## src/rtl/mem_arb_pkg.sv

```systemverilog
// Shared definitions for the two-port SPI memory bus arbiter: FSM states,
// port identifiers, the timeout read-data pattern and counter sizing.
package mem_arb_pkg;

   typedef enum logic [1:0] {
      IDLE = 2'd0,
      BUSY = 2'd1,
      DONE = 2'd2
   } state_e;

   localparam logic        PORT_IF  = 1'b0;
   localparam logic        PORT_D   = 1'b1;
   localparam logic [31:0] ERR_DATA = 32'hFFFF_FFFF;

   // Bits needed to hold 0..limit; a disabled limit still gets one bit.
   function automatic int cnt_width(input int limit);
      return (limit < 1) ? 1 : $clog2(limit + 1);
   endfunction

endpackage

```

## src/rtl/mem_arb_timeout.sv

```systemverilog
// Saturating BUSY-cycle counter; expired_o marks the last permitted BUSY cycle.
module mem_arb_timeout
   import mem_arb_pkg::*;
#(
   parameter int TIMEOUT_CYCLES = 1024
) (
   input  logic clk,
   input  logic rst,
   input  logic clear_i,
   input  logic enable_i,
   output logic expired_o
);

   localparam int                CNT_W = cnt_width(TIMEOUT_CYCLES);
   localparam logic [CNT_W-1:0] LIMIT = CNT_W'(TIMEOUT_CYCLES);
   localparam logic [CNT_W-1:0] LAST  = CNT_W'((TIMEOUT_CYCLES > 0) ? TIMEOUT_CYCLES - 1 : 0);

   logic [CNT_W-1:0] cnt_q, cnt_d;

   always_comb begin
      cnt_d = cnt_q;
      if (clear_i) begin
         cnt_d = '0;
      end else if (enable_i && (cnt_q != LIMIT)) begin
         cnt_d = cnt_q + CNT_W'(1);
      end
   end

   always_ff @(posedge clk) begin
      if (rst) begin
         cnt_q <= '0;
      end else begin
         cnt_q <= cnt_d;
      end
   end

   // Counter holds the number of BUSY cycles already completed, so the
   // current cycle is the TIMEOUT_CYCLES-th one when it equals LAST.
   assign expired_o = (TIMEOUT_CYCLES > 0) && enable_i && (cnt_q == LAST);

endmodule

```

## src/rtl/mem_bus_arbiter.sv

```systemverilog
// Arbitrates instruction-fetch and data ports onto one SPI memory controller,
// with fixed-priority or round-robin tie break and a BUSY timeout.
module mem_bus_arbiter
   import mem_arb_pkg::*;
#(
   parameter int DATA_PRIORITY  = 0,
   parameter int TIMEOUT_CYCLES = 1024
) (
   input  logic        clk,
   input  logic        rst,
   input  logic        if_req,
   input  logic [23:0] if_addr,
   output logic        if_ack,
   input  logic        d_req,
   input  logic [23:0] d_addr,
   input  logic        d_we,
   input  logic [31:0] d_wdata,
   output logic        d_ack,
   output logic [31:0] rdata,
   output logic        err,
   output logic        mem_start,
   output logic [23:0] mem_addr,
   output logic        mem_is_data,
   output logic        mem_we,
   output logic [31:0] mem_wdata,
   input  logic        mem_done,
   input  logic [31:0] mem_rdata
);

   state_e      state_q;
   logic        last_q;
   logic        win_q;
   logic        grant_d;
   logic        expired;
   logic        if_ack_q, d_ack_q, err_q;
   logic [31:0] rdata_q;
   logic        mem_start_q, mem_is_data_q, mem_we_q;
   logic [23:0] mem_addr_q;
   logic [31:0] mem_wdata_q;

   mem_arb_timeout #(
      .TIMEOUT_CYCLES(TIMEOUT_CYCLES)
   ) u_timeout (
      .clk      (clk),
      .rst      (rst),
      .clear_i  (state_q != BUSY),
      .enable_i (state_q == BUSY),
      .expired_o(expired)
   );

   // Winner for the current IDLE cycle; a lone requester always wins.
   always_comb begin
      grant_d = PORT_IF;
      if (if_req && d_req) begin
         grant_d = (DATA_PRIORITY != 0) ? PORT_D : ~last_q;
      end else if (d_req) begin
         grant_d = PORT_D;
      end
   end

   always_ff @(posedge clk) begin
      if (rst) begin
         state_q       <= IDLE;
         last_q        <= PORT_D;
         win_q         <= PORT_IF;
         if_ack_q      <= 1'b0;
         d_ack_q       <= 1'b0;
         err_q         <= 1'b0;
         rdata_q       <= '0;
         mem_start_q   <= 1'b0;
         mem_addr_q    <= '0;
         mem_is_data_q <= 1'b0;
         mem_we_q      <= 1'b0;
         mem_wdata_q   <= '0;
      end else begin
         case (state_q)
            IDLE: begin
               if (if_req || d_req) begin
                  state_q       <= BUSY;
                  win_q         <= grant_d;
                  last_q        <= grant_d;
                  mem_start_q   <= 1'b1;
                  mem_is_data_q <= grant_d;
                  if (grant_d == PORT_D) begin
                     mem_addr_q  <= d_addr;
                     mem_we_q    <= d_we;
                     mem_wdata_q <= d_wdata;
                  end else begin
                     mem_addr_q  <= if_addr;
                     mem_we_q    <= 1'b0;
                     mem_wdata_q <= '0;
                  end
               end
            end
            BUSY: begin
               // A real completion beats a timeout landing in the same cycle.
               if (mem_done || expired) begin
                  state_q       <= DONE;
                  mem_start_q   <= 1'b0;
                  mem_addr_q    <= '0;
                  mem_is_data_q <= 1'b0;
                  mem_we_q      <= 1'b0;
                  mem_wdata_q   <= '0;
                  if_ack_q      <= (win_q == PORT_IF);
                  d_ack_q       <= (win_q == PORT_D);
                  err_q         <= ~mem_done;
                  if (!mem_done) begin
                     rdata_q <= ERR_DATA;
                  end else if (mem_we_q) begin
                     rdata_q <= '0;
                  end else begin
                     rdata_q <= mem_rdata;
                  end
               end
            end
            DONE: begin
               state_q  <= IDLE;
               if_ack_q <= 1'b0;
               d_ack_q  <= 1'b0;
               err_q    <= 1'b0;
               rdata_q  <= '0;
            end
            default: begin
               state_q <= IDLE;
            end
         endcase
      end
   end

   assign if_ack      = if_ack_q;
   assign d_ack       = d_ack_q;
   assign err         = err_q;
   assign rdata       = rdata_q;
   assign mem_start   = mem_start_q;
   assign mem_addr    = mem_addr_q;
   assign mem_is_data = mem_is_data_q;
   assign mem_we      = mem_we_q;
   assign mem_wdata   = mem_wdata_q;

endmodule
```

## config.mk

```make
export PLATFORM = sky130hd
export DESIGN_NAME = mem_bus_arbiter
export DESIGN_NICKNAME = d
export VERILOG_FILES = /design/src/rtl/mem_arb_pkg.sv /design/src/rtl/mem_arb_timeout.sv /design/src/rtl/mem_bus_arbiter.sv
export SDC_FILE = /design/constraint.sdc
export NUM_CORES = 1
export LEC_CHECK = 0
export ABC_AREA = 1
export CAP_MARGIN = 40
export CORE_MARGIN = 5
export CORE_UTILIZATION = 31
export CTS_CLUSTER_DIAMETER = 200
export DETAILED_ROUTE_END_ITERATION = 7
export PLACE_DENSITY = 0.72
export SLEW_MARGIN = 30
export SYNTH_ARGS = -nofsm -noshare
export SYNTH_HDL_FRONTEND = slang
export SYNTH_SLANG_ARGS = --single-unit
```

## constraint.sdc

```tcl
create_clock -name clk -period 1.75 [get_ports clk]
set_clock_uncertainty 0.15 [all_clocks]
set_input_delay 0.35 -clock clk [delete_from_list [all_inputs] [get_ports clk]]
set_output_delay 0.35 -clock clk [all_outputs]
set_load 0.1 [all_outputs]
```

## After elaboration in Yosys (flattened, before gate mapping)

Cells that the tools add are included.

| storage, ports and cells | value |
|---|---|
| register bits | 109 |
| input bits | 118 |
| output and inout port bits | 94 |
| logic and storage cells | 68 |

| cells by class | value |
|---|---|
| add/sub/neg operators | 1 |
| eq/ne operators | 7 |
| multiplexer cells | 31 |
| bitwise gates (word level) | 3 |
| reductions and logical operators | 13 |

Operator list:

| cell | number |
|---|---|
| $mux W32 | 6 |
| $pmux W32 S2 | 2 |
| $mux W24 | 3 |
| $pmux W24 S2 | 1 |
| $pmux W1 S2 | 6 |
| $add A11 B1 Y11 const B | 1 |
| $eq A11 B10 Y1 const B | 1 |
| $ne A11 B11 Y1 const B | 1 |
| $mux W1 | 10 |
| $reduce_and A2 Y1 | 3 |
| $mux W2 | 2 |
| $ne A2 B2 Y1 const B | 2 |
| $pmux W2 S2 | 1 |
| $reduce_bool A2 Y1 | 2 |
| $logic_and A1 B1 Y1 | 3 |
| $not A1 Y1 | 3 |
| $reduce_and A3 Y1 | 1 |
| $eq A2 B1 Y1 const B | 1 |
| $eq A2 B2 Y1 const B | 1 |
| $logic_not A2 Y1 | 1 |
| $logic_or A1 B1 Y1 | 2 |
| $ne A2 B1 Y1 const B | 1 |
| $reduce_or A2 Y1 | 1 |

## Logic depth before layout (Yosys ltp)

Gate-level depths: netlist of the first run.

| depth | value |
|---|---|
| depth after elaboration | 5 |
| gate-level depth with buffers | 11 |

## Hierarchy

A second synthesis of the first run with hierarchy kept.

| unflattened totals | value |
|---|---|
| cell total of the unflattened synthesis | 740 |
| area, all modules | 5341.4 µm² |

Modules (own cells, without submodules):

| module | times used | cells each | area each (µm²) |
|---|---|---|---|
| mem_bus_arbiter | 1 | 626 | 4629.4 |
| mem_arb_timeout | 1 | 114 | 711.9 |

## Worst setup path after synthesis of the first run

Ideal clock, no wire load.

| timing | value |
|---|---|
| path kind | reg2reg |
| start point | reg u_timeout.cnt_q[0] |
| end point | reg mem_wdata_q[20], in the netlist mem_wdata[20] |
| library setup time | 132 ps |
| data arrival time | 1669 ps |
| required time | 1468 ps |
| slack | -201 ps |
| stages on the path, launching flop included | 11 |
| buffers on the path | 2 |
| period minus slack after synthesis | 1951 ps |
| path through | dfxtp_1 > ha_1 > nand2_1 > nor2_2 > nand2_1 > o21ai_2 > nand2_1 > buf_2 > buf_2 > nand3_1 > a21oi_1 |

| on the way | value |
|---|---|
| cells in the longest elaborated chain, start to end | 5 |

Ends and longest elaborated chain:

| element | line | text |
|---|---|---|
| start, declared | mem_arb_timeout.sv:18 | `logic [CNT_W-1:0] cnt_q, cnt_d;` |
| start signal, assigned | mem_arb_timeout.sv:33 | `cnt_q <= cnt_d;` |
| $eq A11 B10 Y1 | mem_arb_timeout.sv:39 | `assign expired_o = (TIMEOUT_CYCLES > 0) && enable_i && (cnt_q == LAST);` |
| $logic_and A1 B1 Y1 | mem_arb_timeout.sv:39 |  |
| $logic_or A1 B1 Y1 | mem_bus_arbiter.sv:97 | `if (mem_done \|\| expired) begin` |
| $ne A2 B2 Y1 (no source line) | -- |  |
| $reduce_and A3 Y1 (no source line) | -- |  |
| end signal, assigned | mem_bus_arbiter.sv:87 | `mem_wdata_q <= d_wdata;` |
| end, declared | mem_bus_arbiter.sv:39 | `logic [31:0] mem_wdata_q;` |

No other way between the ends.
A chain may end at the register's enable or synchronous reset.

## Worst setup path after layout of the first run

| timing | value |
|---|---|
| start point | reg u_timeout.cnt_q[0] |
| end point | reg rdata_q[26], in the netlist rdata[26] |

| on the way | value |
|---|---|
| cells in the longest elaborated chain, start to end | 5 |

Ends and longest elaborated chain:

| element | line | text |
|---|---|---|
| $eq A11 B10 Y1 | mem_arb_timeout.sv:39 |  |
| $logic_and A1 B1 Y1 | mem_arb_timeout.sv:39 |  |
| $logic_or A1 B1 Y1 | mem_bus_arbiter.sv:97 |  |
| $ne A2 B2 Y1 (no source line) | -- |  |
| $reduce_and A2 Y1 (no source line) | -- |  |
| end signal, assigned | mem_bus_arbiter.sv:112 | `rdata_q <= mem_rdata;` |
| end, declared | mem_bus_arbiter.sv:36 | `logic [31:0] rdata_q;` |

No other way between the ends.

==> metrics.log, run 1 <==
[metrics] status: finished with violations
[metrics] failing checks: negative setup slack
[metrics] PD cells: 950 nW/um^2
[metrics] pin count of the biggest net entering global routing: 45
[metrics] share of the yosys chip area belonging to registers: 0.465
[metrics] number of core rows: 45
[metrics] CTS tree: yes
[metrics] worst path required time: 1.83 ns
[metrics] wire length of the first global-routing pass: 25,800 um
[metrics] synthesized instance count: 671
[metrics] area delta synth->final: 85.8%
[metrics] Overflow after GRT: 0
[metrics] IO Port Bufs: 211
[metrics] antenna cell count: 0
[metrics] highest-delay cell along the critical path: sky130_fd_sc_hd__dfxtp_4
[metrics] leading cell type in the layout, fill and taps excluded: sky130_fd_sc_hd__nand2_1
[metrics] final worst path period need: 1.80 ns
[metrics] Post-Place Cells: 1,063
[metrics] # IOs: 212
[metrics] achievable clock frequency: 0.556 GHz
[metrics] maximum fanout along the worst path: 18
[metrics] maximum VDD drop: 0.519 mV
[metrics] Worst Hold Class: flip-flop to flip-flop
[metrics] syn nets: 791
[metrics] remaining number of nets flagged by the antenna check after routing: 0
[metrics] drt via density: 4.77
[metrics] Critical Path Start Type: flip-flop
[metrics] Hold Crit Endpoint: win_q
[metrics] FF-to-FF End: rdata[26]
[metrics] final layout net count: 1,011
[metrics] Synth Register Bits: 109
[metrics] area of the core: 15,000 um^2
[metrics] initial antenna violation count: 0
[metrics] per-instance average area after synthesis: 6.99 um^2
[metrics] commonest cells after routing, fill and taps aside: sky130_fd_sc_hd__nand2_1, sky130_fd_sc_hd__clkdlybuf4s50_1, sky130_fd_sc_hd__dfxtp_1, sky130_fd_sc_hd__buf_12, sky130_fd_sc_hd__a21oi_1
[metrics] Worst Hold Launch: win_q
[metrics] clock tree root driver cell: sky130_fd_sc_hd__clkbuf_16
[metrics] total count of max-transition violations in the final report: 0
[metrics] Slowest Stage Delay on Critical Path: 0.36 ns
[metrics] layout cells sized above 1: 0.214
[metrics] final HPWL from detailed placement: 11,800 um
[metrics] Vias: 5,164
[metrics] area of the mapped netlist: 4690 um^2
[metrics] max-cap viol count: 0
[metrics] Arrival @ worst endpoint: 1.88 ns
[metrics] number of buffers created by CTS: 9
[metrics] final number of hold-violating endpoints: 0
[metrics] vias in the first global route: 4,833
[metrics] length of the first detailed-routing pass in iterations: 4
[metrics] worst reg2reg path depth: 10
[metrics] Max Buffers Root-to-Sink: 2
[metrics] Final GP Congestion: 0.857
[metrics] H-tree level count: 3
[metrics] count of final setup violators: 26
[metrics] count of yosys warnings during synthesis: 0
[metrics] unrepaired setup endpoints after global routing: true
[metrics] slack of the critical path: -0.0488 ns
[metrics] clk_lat worst skew: 0.34 ns
[metrics] total wire length after detailed routing: 16,500 um
[metrics] initial drt markers: 298
[metrics] critical path class: flip-flop to flip-flop
[metrics] utilization after layout: 0.580
[metrics] Num Clock Sinks: 109
[metrics] wire length per cell after detailed routing: 15.3 um
[metrics] Hold Worst Slack: 0.338 ns
[metrics] DRC violations left: 0
[metrics] actual slew at the worst max-slew pin: 0.508 ns
[metrics] remaining max-slew budget at the tightest pin: 0.662
[metrics] final-layout setup total negative slack: -0.767 ns
[metrics] floorplan die area: 17,700 um^2
[metrics] post-route total power: 8.29 mW
[metrics] CTS clk-pin slew, worst paths: 0.07 ns
[metrics] startpoint of the most critical register-to-register path: u_timeout.cnt_q[0]
[metrics] worst reg-to-reg setup slack: -0.05 ns
[metrics] die span in y: 133 um
[metrics] hold path cells: 2
[metrics] cell-by-cell trace of the critical path: ha_4 > nand2_4 > nor2_4 > nand3_2 > a21oi_4 > buf_12 > nor2_4 > buf_12 > nand3_1 > o21ai_1
[metrics] final cycle utilization of the critical path: 1.03
[metrics] final cell count without fillers: 1,082
[metrics] synth unique cells: 24
[metrics] width of the chip: 133 um
[metrics] leakage power summed over all cells: 3.45 nW
[metrics] critical path buffer and inverter count: 2
[metrics] cell type group with the largest total delay on the critical path: simple AND/OR/NAND/NOR gates
[metrics] initial standard-cell utilization of the core: 0.312
[metrics] sort of element at the end of the critical path: flip-flop
[metrics] global-route total usage across every layer: 0.179
## logic make-up after synthesis
kind of cell    Yosys count  synth area share
simple gates            326             0.287
compound gates          145             0.162
fa+ha+maj                 2           0.00533
buf+inv                  83            0.0696
xor+xnor                  6            0.0112
flops                   109             0.465
## report_power, final
part,leakage (nW),switching [mW],total [mW],internal [mW]
clock,0.154,0.898,2.18,1.28
combinational,2.40,2.00,3.25,1.25
sequential,0.892,0.194,2.86,2.67
total,3.45,3.09,8.29,5.19
## cell type report
cell class | count | area (um^2)
fillers | 1337 | 6310
well taps | 188 | 235
clock inverters | 4 | 73.8
inverters | 39 | 160
clock buffers | 10 | 239
multi-input cells | 479 | 2320
repair buffers | 253 | 3500
flip-flops and latches | 109 | 2190
## cell usage after synthesis
cell	instances	area [um^2]
sky130_fd_sc_hd__inv_2	1	3.75
sky130_fd_sc_hd__o21ai_1	1	5.00
sky130_fd_sc_hd__dfxtp_1	109	2180
sky130_fd_sc_hd__nor2_1	51	191
sky130_fd_sc_hd__ha_1	2	25.0
sky130_fd_sc_hd__xnor2_1	2	17.5
sky130_fd_sc_hd__o22ai_1	1	6.26
sky130_fd_sc_hd__nand4_1	4	25.0
sky130_fd_sc_hd__inv_1	34	128
sky130_fd_sc_hd__nand2_1	185	694
sky130_fd_sc_hd__buf_2	9	45.0
sky130_fd_sc_hd__xor2_1	4	35.0
sky130_fd_sc_hd__buf_4	1	7.51
sky130_fd_sc_hd__a21oi_1	105	526
sky130_fd_sc_hd__a21oi_4	1	16.3
sky130_fd_sc_hd__o21ai_2	1	8.76
sky130_fd_sc_hd__clkbuf_1	32	120
sky130_fd_sc_hd__clkinv_1	4	15.0
sky130_fd_sc_hd__buf_1	2	7.51
sky130_fd_sc_hd__o21bai_1	8	60.1
sky130_fd_sc_hd__nand3_1	79	395
sky130_fd_sc_hd__nor3_1	4	20.0
sky130_fd_sc_hd__nor2_2	3	18.8
sky130_fd_sc_hd__o21ai_0	28	140
## worst max-delay path by stage
| stage | start | to | depth (start not counted) |
|---|---|---|---|
| 4_1_cts | u_timeout.cnt_q[1] | rdata[31] | 8 |
| 2_1_floorplan | u_timeout.cnt_q[0] | mem_wdata[20] | 10 |
| 3_3_place_gp | if_req | mem_addr[15] | 8 |
| 5_1_grt | u_timeout.cnt_q[0] | rdata[28] | 10 |
| 6_report | u_timeout.cnt_q[0] | rdata[26] | 10 |
| 3_5_place_dp | if_req | mem_addr[7] | 7 |
## worst reg2reg max path, delay by kind of cell (launching register included)
family | cells | cell delay, ns
adder cells (fa/ha/maj) | 1 | 0.14
AO/OA/AOI/OAI | 2 | 0.31
buffers and inverters | 2 | 0.30
flip-flops | 1 | 0.36
AND/OR/NAND/NOR | 5 | 0.44
## per-stage QoR
| stage | instance area, um^2 | setup WS (ns) |
|---|---|---|
| global placement | 8200 | -0.202 |
| global route | 8720 | -0.126 |
| finish | 8720 | -0.0488 |
| floorplan | 4750 | -0.00492 |
| detailed placement | 8200 | -0.267 |
| CTS | 8520 | 0.00405 |
## registers in the layout (all words and copies together), names as in the netlist, 2 cells and up
register,flops
mem_addr,24
u_timeout.cnt_q,11
mem_wdata,32
rdata,32
state_q,2
## what timing repair did
action	4_1_cts	5_1_grt
pin swaps	2	16
hold buffers	0	0
resized for setup	1	52
setup buffers	0	3
setup endpoints to repair	28	104
cloned	0	3
## layer usage
layer	track usage	vias to the layer above	wire length (um)
li1	-	2629	-
met1	0.225	2385	7090
met4	0.0497	0	189
met2	0.306	136	8290
met3	0.0418	14	937
met5	0	-	0
(Power assumes the default switching activity.)
==> run 2: changes to the inputs <==
--- a/config.mk
+++ b/config.mk
@@ -6,6 +6,7 @@
 export NUM_CORES = 1
 export LEC_CHECK = 0
 export ABC_AREA = 1
+export ABC_CLOCK_PERIOD_IN_PS = 1750
 export CAP_MARGIN = 40
 export CORE_MARGIN = 5
 export CORE_UTILIZATION = 31
==> results of run 2 <==
No change in the layout: final DEF, timing and power equal those of run 1.
